==> src/rtl/reg_write_arbiter_pkg.sv <==
// Shared types and constants for the round-robin register write arbiter.
package regarb_pkg;

    typedef enum logic [0:0] {
        IDLE  = 1'b0,
        GRANT = 1'b1
    } regarb_state_e;

    localparam int REGARB_NREQ_DEF     = 4;
    localparam int REGARB_WIDTH_DEF    = 4;
    localparam int REGARB_MAX_HOLD_DEF = 8;

    function automatic int regarb_ptr_w(input int nreq);
        return (nreq > 1) ? $clog2(nreq) : 1;
    endfunction

endpackage

==> src/rtl/reg_write_arbiter_if.sv <==
// Requester-side bus of the register write arbiter; the lock vector exists only
// when REGARB_LOCK_EN is defined.
interface reg_write_arbiter_if
    import regarb_pkg::*;
#(
    parameter int NREQ  = REGARB_NREQ_DEF,
    parameter int WIDTH = REGARB_WIDTH_DEF
);
    localparam int PTR_W = regarb_ptr_w(NREQ);

    logic [NREQ-1:0]       req;
    logic [NREQ*WIDTH-1:0] wdata;
    logic [NREQ-1:0]       gnt;
    logic                  wr_done;
    logic [PTR_W-1:0]      owner;
    logic                  busy;
    logic [WIDTH-1:0]      q;
`ifdef REGARB_LOCK_EN
    logic [NREQ-1:0]       lock;

    modport master (output req, wdata, lock, input gnt, wr_done, owner, busy, q);
    modport slave  (input req, wdata, lock, output gnt, wr_done, owner, busy, q);
`else
    modport master (output req, wdata, input gnt, wr_done, owner, busy, q);
    modport slave  (input req, wdata, output gnt, wr_done, owner, busy, q);
`endif

endinterface

==> src/rtl/reg_write_arbiter_shared_reg.sv <==
// Shared storage register: asynchronous active-low clear, synchronous write enable.
module shared_reg
    import regarb_pkg::*;
#(
    parameter int WIDTH = REGARB_WIDTH_DEF
) (
    input  logic             clk,
    input  logic             rst,
    input  logic             we_i,
    input  logic [WIDTH-1:0] d_i,
    output logic [WIDTH-1:0] q_o
);

    logic [WIDTH-1:0] data_q;

    // Storage element, loaded only when the arbiter commits a write.
    always_ff @(posedge clk or negedge rst) begin
        if (!rst) begin
            data_q <= {WIDTH{1'b0}};
        end else if (we_i) begin
            data_q <= d_i;
        end
    end

    assign q_o = data_q;

endmodule

==> src/rtl/reg_write_arbiter.sv <==
// Round-robin arbiter sharing one register among NREQ writers.
// Optional grant locking with a MAX_HOLD bound is enabled by REGARB_LOCK_EN.
module reg_write_arbiter
    import regarb_pkg::*;
#(
    parameter int NREQ     = REGARB_NREQ_DEF,
    parameter int WIDTH    = REGARB_WIDTH_DEF,
    parameter int MAX_HOLD = REGARB_MAX_HOLD_DEF
) (
    input  logic          clk,
    input  logic          rst,
    reg_write_arbiter_if.slave bus
);

    localparam int               PTR_W    = regarb_ptr_w(NREQ);
    localparam logic [PTR_W-1:0] LAST_IDX = PTR_W'(NREQ - 1);

    if (NREQ < 2 || NREQ > 8 || MAX_HOLD < 1) begin : g_param_check
        $error("reg_write_arbiter: NREQ must be 2..8 and MAX_HOLD at least 1");
    end

    regarb_state_e    state_q, state_d;
    logic [PTR_W-1:0] ptr_q, ptr_d;
    logic [PTR_W-1:0] owner_q, owner_d;
    logic [NREQ-1:0]  gnt_q, gnt_d;
    logic             commit_q, commit_d;
    logic             wr_done_q;
    logic             we_s;
    logic             hold_s;
    logic [WIDTH-1:0] wdata_sel_s;
    logic [WIDTH-1:0] q_s;
    logic [PTR_W-1:0] ptr_next_s;
    logic [PTR_W:0]   pick_idle_s;
    logic [PTR_W:0]   pick_next_s;

    // Returns {found, index} of the first set bit at or after start, modulo NREQ.
    function automatic logic [PTR_W:0] rr_pick(input logic [NREQ-1:0] r,
                                               input logic [PTR_W-1:0] start);
        logic [PTR_W:0] res;
        int             idx;
        res = {(PTR_W + 1){1'b0}};
        for (int k = NREQ - 1; k >= 0; k--) begin
            idx = (int'(start) + k) % NREQ;
            if (r[idx]) begin
                res = {1'b1, PTR_W'(idx)};
            end
        end
        return res;
    endfunction

    function automatic logic [NREQ-1:0] onehot(input logic [PTR_W-1:0] i);
        return {{(NREQ - 1){1'b0}}, 1'b1} << i;
    endfunction

    assign wdata_sel_s = bus.wdata[owner_q*WIDTH +: WIDTH];
    assign ptr_next_s  = (owner_q == LAST_IDX) ? {PTR_W{1'b0}} : owner_q + 1'b1;
    assign pick_idle_s = rr_pick(bus.req, ptr_q);
    // In GRANT, gnt_q masks the current owner so it cannot win back-to-back.
    assign pick_next_s = rr_pick(bus.req & ~gnt_q, ptr_next_s);

`ifdef REGARB_LOCK_EN
    localparam int HOLD_W = $clog2(MAX_HOLD + 1);

    logic [HOLD_W-1:0] hold_q, hold_d;

    assign hold_s = (state_q == GRANT) && bus.lock[owner_q] && bus.req[owner_q]
                    && (hold_q < HOLD_W'(MAX_HOLD - 1));

    // Hold counter: counts extra cycles of a locked grant, cleared otherwise.
    always_comb begin
        hold_d = {HOLD_W{1'b0}};
        if (hold_s) begin
            hold_d = hold_q + 1'b1;
        end else begin
            hold_d = {HOLD_W{1'b0}};
        end
    end

    // Hold counter register.
    always_ff @(posedge clk or negedge rst) begin
        if (!rst) begin
            hold_q <= {HOLD_W{1'b0}};
        end else begin
            hold_q <= hold_d;
        end
    end
`else
    assign hold_s = 1'b0;
`endif

    // Next-state, grant selection and write enable.
    always_comb begin
        state_d  = state_q;
        ptr_d    = ptr_q;
        owner_d  = owner_q;
        gnt_d    = {NREQ{1'b0}};
        we_s     = 1'b0;
        commit_d = 1'b0;
        case (state_q)
            IDLE: begin
                if (pick_idle_s[PTR_W]) begin
                    state_d = GRANT;
                    owner_d = pick_idle_s[PTR_W-1:0];
                    gnt_d   = onehot(pick_idle_s[PTR_W-1:0]);
                end else begin
                    state_d = IDLE;
                end
            end
            GRANT: begin
                we_s     = bus.req[owner_q];
                commit_d = bus.req[owner_q];
                if (hold_s) begin
                    gnt_d = gnt_q;
                end else if (pick_next_s[PTR_W]) begin
                    ptr_d   = ptr_next_s;
                    owner_d = pick_next_s[PTR_W-1:0];
                    gnt_d   = onehot(pick_next_s[PTR_W-1:0]);
                end else begin
                    ptr_d   = ptr_next_s;
                    state_d = IDLE;
                end
            end
            default: begin
                state_d = IDLE;
            end
        endcase
    end

    // Arbiter state and registered outputs; wr_done trails the commit by one cycle.
    always_ff @(posedge clk or negedge rst) begin
        if (!rst) begin
            state_q   <= IDLE;
            ptr_q     <= {PTR_W{1'b0}};
            owner_q   <= {PTR_W{1'b0}};
            gnt_q     <= {NREQ{1'b0}};
            commit_q  <= 1'b0;
            wr_done_q <= 1'b0;
        end else begin
            state_q   <= state_d;
            ptr_q     <= ptr_d;
            owner_q   <= owner_d;
            gnt_q     <= gnt_d;
            commit_q  <= commit_d;
            wr_done_q <= commit_q;
        end
    end

    shared_reg #(.WIDTH(WIDTH)) u_shared_reg (
        .clk  (clk),
        .rst  (rst),
        .we_i (we_s),
        .d_i  (wdata_sel_s),
        .q_o  (q_s)
    );

    assign bus.gnt     = gnt_q;
    assign bus.owner   = owner_q;
    assign bus.busy    = (state_q == GRANT);
    assign bus.wr_done = wr_done_q;
    assign bus.q       = q_s;

endmodule
==> src/flat_wrapper.sv <==
// flat-port wrapper written by rule: the top's interface ports become plain ports
module reg_write_arbiter_flat import regarb_pkg::*;
#(
    parameter int NREQ     = REGARB_NREQ_DEF,
    parameter int WIDTH    = REGARB_WIDTH_DEF,
    parameter int MAX_HOLD = REGARB_MAX_HOLD_DEF
)
  (clk, rst, bus_req, bus_wdata, bus_gnt, bus_wr_done, bus_owner, bus_busy, bus_q);
  reg_write_arbiter_if #(.NREQ(NREQ), .WIDTH(WIDTH)) bus_i ();
  input  logic clk;
  input  logic rst;
  input wire logic [$bits(bus_i.req)-1:0] bus_req;
  input wire logic [$bits(bus_i.wdata)-1:0] bus_wdata;
  output wire logic [$bits(bus_i.gnt)-1:0] bus_gnt;
  output wire logic [$bits(bus_i.wr_done)-1:0] bus_wr_done;
  output wire logic [$bits(bus_i.owner)-1:0] bus_owner;
  output wire logic [$bits(bus_i.busy)-1:0] bus_busy;
  output wire logic [$bits(bus_i.q)-1:0] bus_q;
  assign bus_i.req = bus_req;
  assign bus_i.wdata = bus_wdata;
  assign bus_gnt = bus_i.gnt;
  assign bus_wr_done = bus_i.wr_done;
  assign bus_owner = bus_i.owner;
  assign bus_busy = bus_i.busy;
  assign bus_q = bus_i.q;
  reg_write_arbiter #(.NREQ(NREQ), .WIDTH(WIDTH), .MAX_HOLD(MAX_HOLD)) u_core (.clk(clk), .rst(rst), .bus(bus_i));
endmodule
==> config.mk <==
export PLATFORM = sky130hd
export DESIGN_NAME = reg_write_arbiter_flat
export DESIGN_NICKNAME = d
export VERILOG_FILES = /design/src/rtl/reg_write_arbiter_pkg.sv /design/src/rtl/reg_write_arbiter_if.sv /design/src/rtl/reg_write_arbiter_shared_reg.sv /design/src/rtl/reg_write_arbiter.sv /design/src/flat_wrapper.sv
export SDC_FILE = /design/constraint.sdc
export NUM_CORES = 1
export LEC_CHECK = 0
export BUFFER_PORTS_ARGS = -buffer_cell sky130_fd_sc_hd__buf_2
export CAP_MARGIN = 40
export CORE_UTILIZATION = 48
export CTS_CLUSTER_DIAMETER = 30
export CTS_CLUSTER_SIZE = 30
export DETAILED_ROUTE_END_ITERATION = 6
export GPL_TIMING_DRIVEN = 1
export PLACE_DENSITY = 0.77
export SLEW_MARGIN = 15
export SYNTH_ARGS = -nofsm -noshare
export SYNTH_HDL_FRONTEND = slang
export SYNTH_SLANG_ARGS = --single-unit
==> constraint.sdc <==
create_clock -name clk -period 1.92 [get_ports clk]
set_input_delay 0.384 -clock clk [delete_from_list [all_inputs] [get_ports clk]]
set_output_delay 0.384 -clock clk [all_outputs]
set_load 0.05 [all_outputs]
==> results of run 1 <==
## sequential cells by signal (all words and copies together), names as in the netlist
name and cells:
u_core.ptr_q 2, u_core.bus.wr_done 1, u_core.bus.busy 1, u_core.commit_q 1, u_core.bus.gnt 4, u_core.bus.owner 2
u_core.u_shared_reg.q_o 4
## per-stage QoR
step	setup WS [ns]	hold WS (ns)	utilization	cells	cell area [um2]
6_report	0.1373	0.3736	0.6688	143	1205
5_1_grt	0.05598	0.3810	0.6688	143	1205
4_1_cts	0.1391	0.3797	0.6688	143	1205
3_5_place_dp	0.1875	0.3052	0.6486	138	1169
3_3_place_gp	0.2751	0.3117	0.6486	138	1169
2_1_floorplan	0.004315	0.08841	-	78	957.2
## cells by family (layout without fill, tap and decap cells)
| kind of cell | count (synthesis) | count (layout) | share of synthesized area |
|---|---|---|---|
| AOI/OAI and AO/OA | 21 | 21 | 0.2079 |
| adders and majority gates | 1 | 1 | 0.01307 |
| buffers and inverters | 7 | 47 | 0.03529 |
| and+or+nand+nor | 23 | 23 | 0.1530 |
| DFF | 15 | 15 | 0.3922 |
| muxes | 11 | 11 | 0.1987 |
## area by class of cell
cell class | instances | area (um2) | area share
well taps | 25 | 31.28 | 0.02596
clock buffers | 4 | 26.28 | 0.02181
flip-flops and latches | 15 | 375.4 | 0.3115
inverters | 5 | 18.77 | 0.01558
multi-input cells | 56 | 548.0 | 0.4548
repair buffers | 38 | 205.2 | 0.1703
## worst max-delay path: stages, from the launching register on
cell	delay, ns
dfrtp_1	0.45
ha_1	0.24
nor2_2	0.21
nor2_1	0.09
o32a_1	0.38
o32ai_1	0.31
## cell usage after synthesis (2+ instances only)
cell and n:
dfrtp_1 15, inv_1 5, o221ai_1 2, a21oi_1 2
nor2_1 5, or2_2 2, mux4_2 2, a32o_1 2
nand2_1 2, nand2_2 2, nor2b_4 2, mux4_1 3
o32ai_1 3, nor2b_1 3, o31ai_1 2, o221a_1 2
nand2b_1 2, mux2_2 5, nor4_1 2
## layer usage
layer  part of all wire  wire length (um)  vias to the layer above
li1                   -                 -                      388
met3              0.069               158                        2
met2               0.52              1183                       36
met4             0.0052                12                        0
met5                  0                 0                        -
met1               0.41               931                      409
## worst max-delay path by stage
stage | from | end | slack (ns) | cells after the start
floorplan | u_core.bus.owner[0] | u_core.u_shared_reg.q_o[0] | 0.004 | 4
global placement | u_core.bus.owner[0] | u_core.bus.owner[1] | 0.28 | 5
detailed placement | u_core.bus.owner[0] | u_core.bus.gnt[0] | 0.19 | 5
CTS | u_core.bus.owner[0] | u_core.bus.gnt[0] | 0.14 | 5
global route | u_core.bus.owner[0] | u_core.bus.gnt[0] | 0.06 | 5
finish | u_core.bus.owner[0] | u_core.bus.gnt[0] | 0.14 | 5
## report_power, final
part           leakage (nW)  switching [mW]  internal [mW]  total, mW
clock network        0.0150          0.0943         0.0806      0.175
logic                 0.379           0.974          0.614       1.59
registers             0.182           0.120          0.473      0.594
total                 0.575            1.19           1.17       2.36
==> results_dict.tcl, run 1 <==
set metrics [dict create \
    firstDrtPassIters 4 \
    worst_pin_slew_ns 0.6191 \
    drive_gt1_frac 0.4915 \
    initial_core_util 0.5313 \
    clk_pin_slew_ns 0.08 \
    fin_total_pwr_mw 2.356 \
    r2r_cells 5 \
    synth_area_leaders "dfrtp_1 39%, mux4_1 8.2%, mux2_2 5.9%, mux4_2 4.7%, nor2b_4 2.9%" \
    maxCapViolCount 0 \
    grt_antenna_before_repair 0 \
    track_usage 0.2403 \
    min_path_type "flip-flop to flip-flop" \
    finalSetupViolCount 0 \
    pin_count 34 \
    ant_nets 0 \
    core-area_um2 1802 \
    routedWlPerCell_um 15.99 \
    synth_edf_count 0 \
    fin_crit_sh 0.9285 \
    final_cell_mix "33 x buf_2, 15 x dfrtp_1, 5 x inv_1, 5 x nor2_1, 5 x mux2_2" \
    max-vdd-ir-drop_mv 1.088 \
    cts_num_sinks 15 \
    numCtsBuffers 3 \
    cts_root_buffer "clkbuf_4" \
    cp.required_ns 2.09 \
    syn_avg_cell_area_um2 12.27 \
    dieArea_um2 2177 \
    post-dp-hpwl_mm 1.765 \
    whs_path_depth 0 \
    crit_arrival_ns 1.96 \
    globalRouteOverflowTotal 0 \
    syn_nets 101 \
    drt-initial-drc-count 19 \
    min_to "u_core.bus.wr_done" \
    die_width_um 46.66 \
    worstSetupPathType "flip-flop to flip-flop" \
    min_period_ns 1.783 \
    powerDensity_nw_per_um2 1956 \
    syn_inst 78 \
    htreeDepth 1 \
    port_buffers 33 \
    start_kind "flip-flop" \
    post_cts_buffers 0 \
    core.rowCount 15 \
    rsz0062_at_grt "false" \
    finalSetupTns_ns 0 \
    grt-busiest-layer "met1" \
    netlist_area_um2 957.2 \
    clk_latency_ns 0.28 \
    met2_usage 0.3500 \
    reg2reg_to "u_core.bus.gnt[0]" \
    clockBufferDepth 2 \
    cp-end-kind "flip-flop" \
    synth_seq_cells 15 \
    fin_nets 142 \
    yosys_warnings 0 \
    use_met3 0.04706 \
    grt_first_pass_wirelength_mm 3.588 \
    timing.rr.start "u_core.bus.owner[0]" \
    cts_tree "yes" \
    place.gp.congestion 0.9231 \
    hp-start "u_core.commit_q" \
    maxSlewViolCount 0 \
    skew_ns 0.002611 \
    outcome "finished clean" \
    grt_pass1_vias 716 \
    synthArstFlopShare 1.000 \
    synth_top_area_frac 0.3922 \
    fmax_mhz 561.0 \
    cts_hold_buf 1 \
    grt_util_met1 0.3612 \
    vias_per_cell 5.839 \
    die_h_um 46.66 \
    diodes 0 \
    drt_wl_total_mm 2.286 \
    grt_max_degree 16 \
    layout_commonest_cell "buf_2" \
    hold_violations 0 \
    p_leak_nw 0.5755 \
    cp_max_fo 5 \
    ys.flop_type "dfrtp_1" \
    syn2layout_area_growth_pct 25.88 \
    synth_top_area_cell "dfrtp_1" \
    drc 0 \
    slew_headroom 0.5837 \
    vias 835 \
    synth_cell_types 34 \
    r2r_slack_ns 0.14 \
    fillers 148 \
    ys_seq_area_frac 0.3922 \
    ctsResizeCount 0 \
]
(Power assumes the default switching activity.)
==> run 2: changes to the inputs <==
- CORE_UTILIZATION: 48 -> 50
- PLACE_DENSITY: 0.77 -> 0.79
- SYNTH_HIERARCHICAL: default -> 1
==> run 2 against run 1 <==
Against the previous run: via count rose by 17%; sequential cell count is the same; sequential power hardly changed; critical path type unchanged; critical endpoint is now u_core/bus.gnt[3]; critical path depth grew 1; highest routed layer unchanged; clock power increased by 9%; fmax down 3.7%; register-to-register slack lost 0.07 ns; sequential share of layout area is 2.2 points lower; combinational power grew 11%.
==> results_dict.tcl, run 2 <==
set metrics [dict create \
    cts_tree "yes" \
    place.gp.congestion 0.8671 \
    cp-end-kind "flip-flop" \
    cp_cell_sequence "ha_4 -> or2_4 -> nor4_4 -> nor4_2 -> a221o_1 -> o221ai_1" \
    layout_commonest_cell "buf_2" \
    register_area_um2 377.9 \
    p_leak_nw 0.5999 \
    grt_antenna_before_repair 0 \
    firstDrtPassIters 4 \
    fin_total_pwr_mw 2.558 \
    cts_root_buffer "clkbuf_4" \
    pin_count 34 \
    syn_nets 119 \
    maxSlewViolCount 0 \
    track_usage 0.2585 \
    rsz0062_at_grt "true" \
    fmax_mhz 540.4 \
    drive_gt1_frac 0.4222 \
    die_width_um 47.82 \
    maxCapViolCount 0 \
    synth.top_cells.by_count "15 x dfrtp_1, 8 x nand2_1, 6 x a21oi_1" \
    drt-initial-drc-count 35 \
    netlist_area_um2 1050 \
    cpPeakStageDelay_ns 0.45 \
    worst_pin_slew_ns 0.5220 \
    cp.depth 6 \
    ys.flop_type "dfrtp_1" \
    initial_core_util 0.5351 \
    fillers 168 \
    port_buffers 33 \
    cp_max_fo 6 \
    post_cts_buffers 0 \
    worstSetupPathType "flip-flop to flip-flop" \
    drt_wl_total_mm 2.619 \
    dieArea_um2 2287 \
    core.rowCount 16 \
    hold_violations 0 \
    synth_edf_count 0 \
    cp.required_ns 2.13 \
    slew_headroom 0.6491 \
    synthArstFlopShare 1.000 \
    yosys_warnings 6 \
    htreeDepth 1 \
    post_dp_cell_area_um2 1260 \
    syn2layout_area_growth_pct 24.43 \
    vias 974 \
    synth_top_area_cell "dfrtp_1" \
    powerDensity_nw_per_um2 1959 \
    synth_area_leaders "dfrtp_1 36%, mux4_1 13%, mux2_2 5.4%, o221ai_1 3.3%, buf_6 3.2%" \
    r2r_cells 6 \
    clockBufferDepth 2 \
    grt_pass1_vias 860 \
    min_path_type "flip-flop to flip-flop" \
    path_delay_family "simple AND/OR/NAND/NOR gates" \
    crit_path_top_delay_cell "dfrtp_2" \
    r2r_slack_ns 0.07 \
    skew_ns 0.003093 \
    core-area_um2 1962 \
    grt_max_degree 16 \
    reg2reg_to "u_core/bus.gnt[3]" \
    synth_top_area_frac 0.3576 \
    drc 0 \
    clk_latency_ns 0.30 \
    fin_crit_sh 0.9637 \
    multi_input_area_um2 646.9 \
    place_inst 157 \
    diodes 0 \
    max-vdd-ir-drop_mv 1.084 \
    finalSetupViolCount 0 \
    numCtsBuffers 3 \
    clk_pin_slew_ns 0.10 \
    cts_num_sinks 15 \
    worstSetupEndpoint "u_core/bus.gnt[3]" \
    globalRouteOverflowTotal 0 \
    fin_area_um2 1306 \
    synthMostInstantiatedCell "dfrtp_1" \
    crit_arrival_ns 2.06 \
    start_kind "flip-flop" \
    post-dp-hpwl_mm 2.019 \
    outcome "finished clean" \
    die_h_um 47.82 \
    min_period_ns 1.850 \
    ys_seq_area_frac 0.3576 \
    syn_avg_cell_area_um2 10.93 \
    synth_seq_cells 15 \
    worstSetupStartpoint "u_core/bus.owner[0]" \
    finalNonFillerCells 162 \
    routedWlPerCell_um 16.17 \
    fin_nets 159 \
    timing.rr.start "u_core/bus.owner[0]" \
    final_cell_mix "33 x buf_2, 13 x dfrtp_1, 8 x nand2_1, 6 x a21oi_1" \
    vias_per_cell 6.012 \
    syn_inst 96 \
    grt_first_pass_wirelength_mm 3.933 \
    ant_nets 0 \
    synth_cell_types 36 \
    critical_path_buf_inv_count 0 \
]
run 2: metal layers:
metal  GRT usage  up-vias  part of all wire
met4      0.1444        0             0.027
met2      0.3838       44              0.48
met3     0.05283        8             0.068
li1            -      459                 -
met5           0        -                 0
met1      0.3527      463              0.43
run 2: cells by family after synthesis:
group,count (synthesis),share of synthesized area
AO/OA/AOI/OAI,29,0.2002
flip-flops,15,0.3576
buffers and inverters,6,0.04649
adder cells (fa/ha/maj),1,0.01192
AND/OR/NAND/NOR,34,0.1955
multiplexers,11,0.1883
run 2: stage by stage:
stage          hold slack (ns)  setup TNS (ns)  setup WS, ns  utilization
2_1_floorplan          0.08841        -0.09884      -0.04942            -
3_3_place_gp            0.3103               0       0.08509       0.6422
3_5_place_dp            0.3104               0       0.04687       0.6422
4_1_cts                 0.3639               0       0.01660       0.6614
5_1_grt                 0.3700        -0.01678      -0.01505       0.6658
6_report                0.3585               0       0.06966       0.6658
run 2: worst reg2reg max path, stage by stage, from the launching register on:
cell and delay, ns:
dfrtp_2 0.45, ha_4 0.17, or2_4 0.28, nor4_4 0.24, nor4_2 0.09, a221o_1 0.35, o221ai_1 0.19
run 2: area by class of cell:
type | count | area share
multi-input combinational | 75 | 0.4952
sequential | 15 | 0.2893
timing repair buffer | 39 | 0.1628
tap | 27 | 0.02586
clock buffer | 3 | 0.01724
inverter | 2 | 0.005747
clock inverter | 1 | 0.003831
run 2: repair_timing:
action	CTS	global route
endpoints found under the hold margin	15	0
resized for setup	0	2
hold buffers	1	0
setup endpoints to repair	0	3
run 2: worst min path at each step:
stage                          from            endpoint  slack [ns]  cells past startpoint
floorplan                       rst     u_core/bus.busy        0.09                      0
global placement                rst  u_core/bus.wr_done        0.31                      1
detailed placement              rst  u_core/bus.wr_done        0.31                      1
CTS                 u_core/commit_q  u_core/bus.wr_done        0.36                      0
global route        u_core/commit_q  u_core/bus.wr_done        0.37                      0
finish              u_core/commit_q  u_core/bus.wr_done        0.36                      0
run 2: where the power goes:
group          switching, mW  total, mW  leakage, nW  internal (mW)
sequential             0.121      0.597        0.180          0.476
combinational           1.07       1.77        0.403          0.699
clock                  0.113      0.191       0.0177         0.0777
total                   1.31       2.56        0.600           1.25
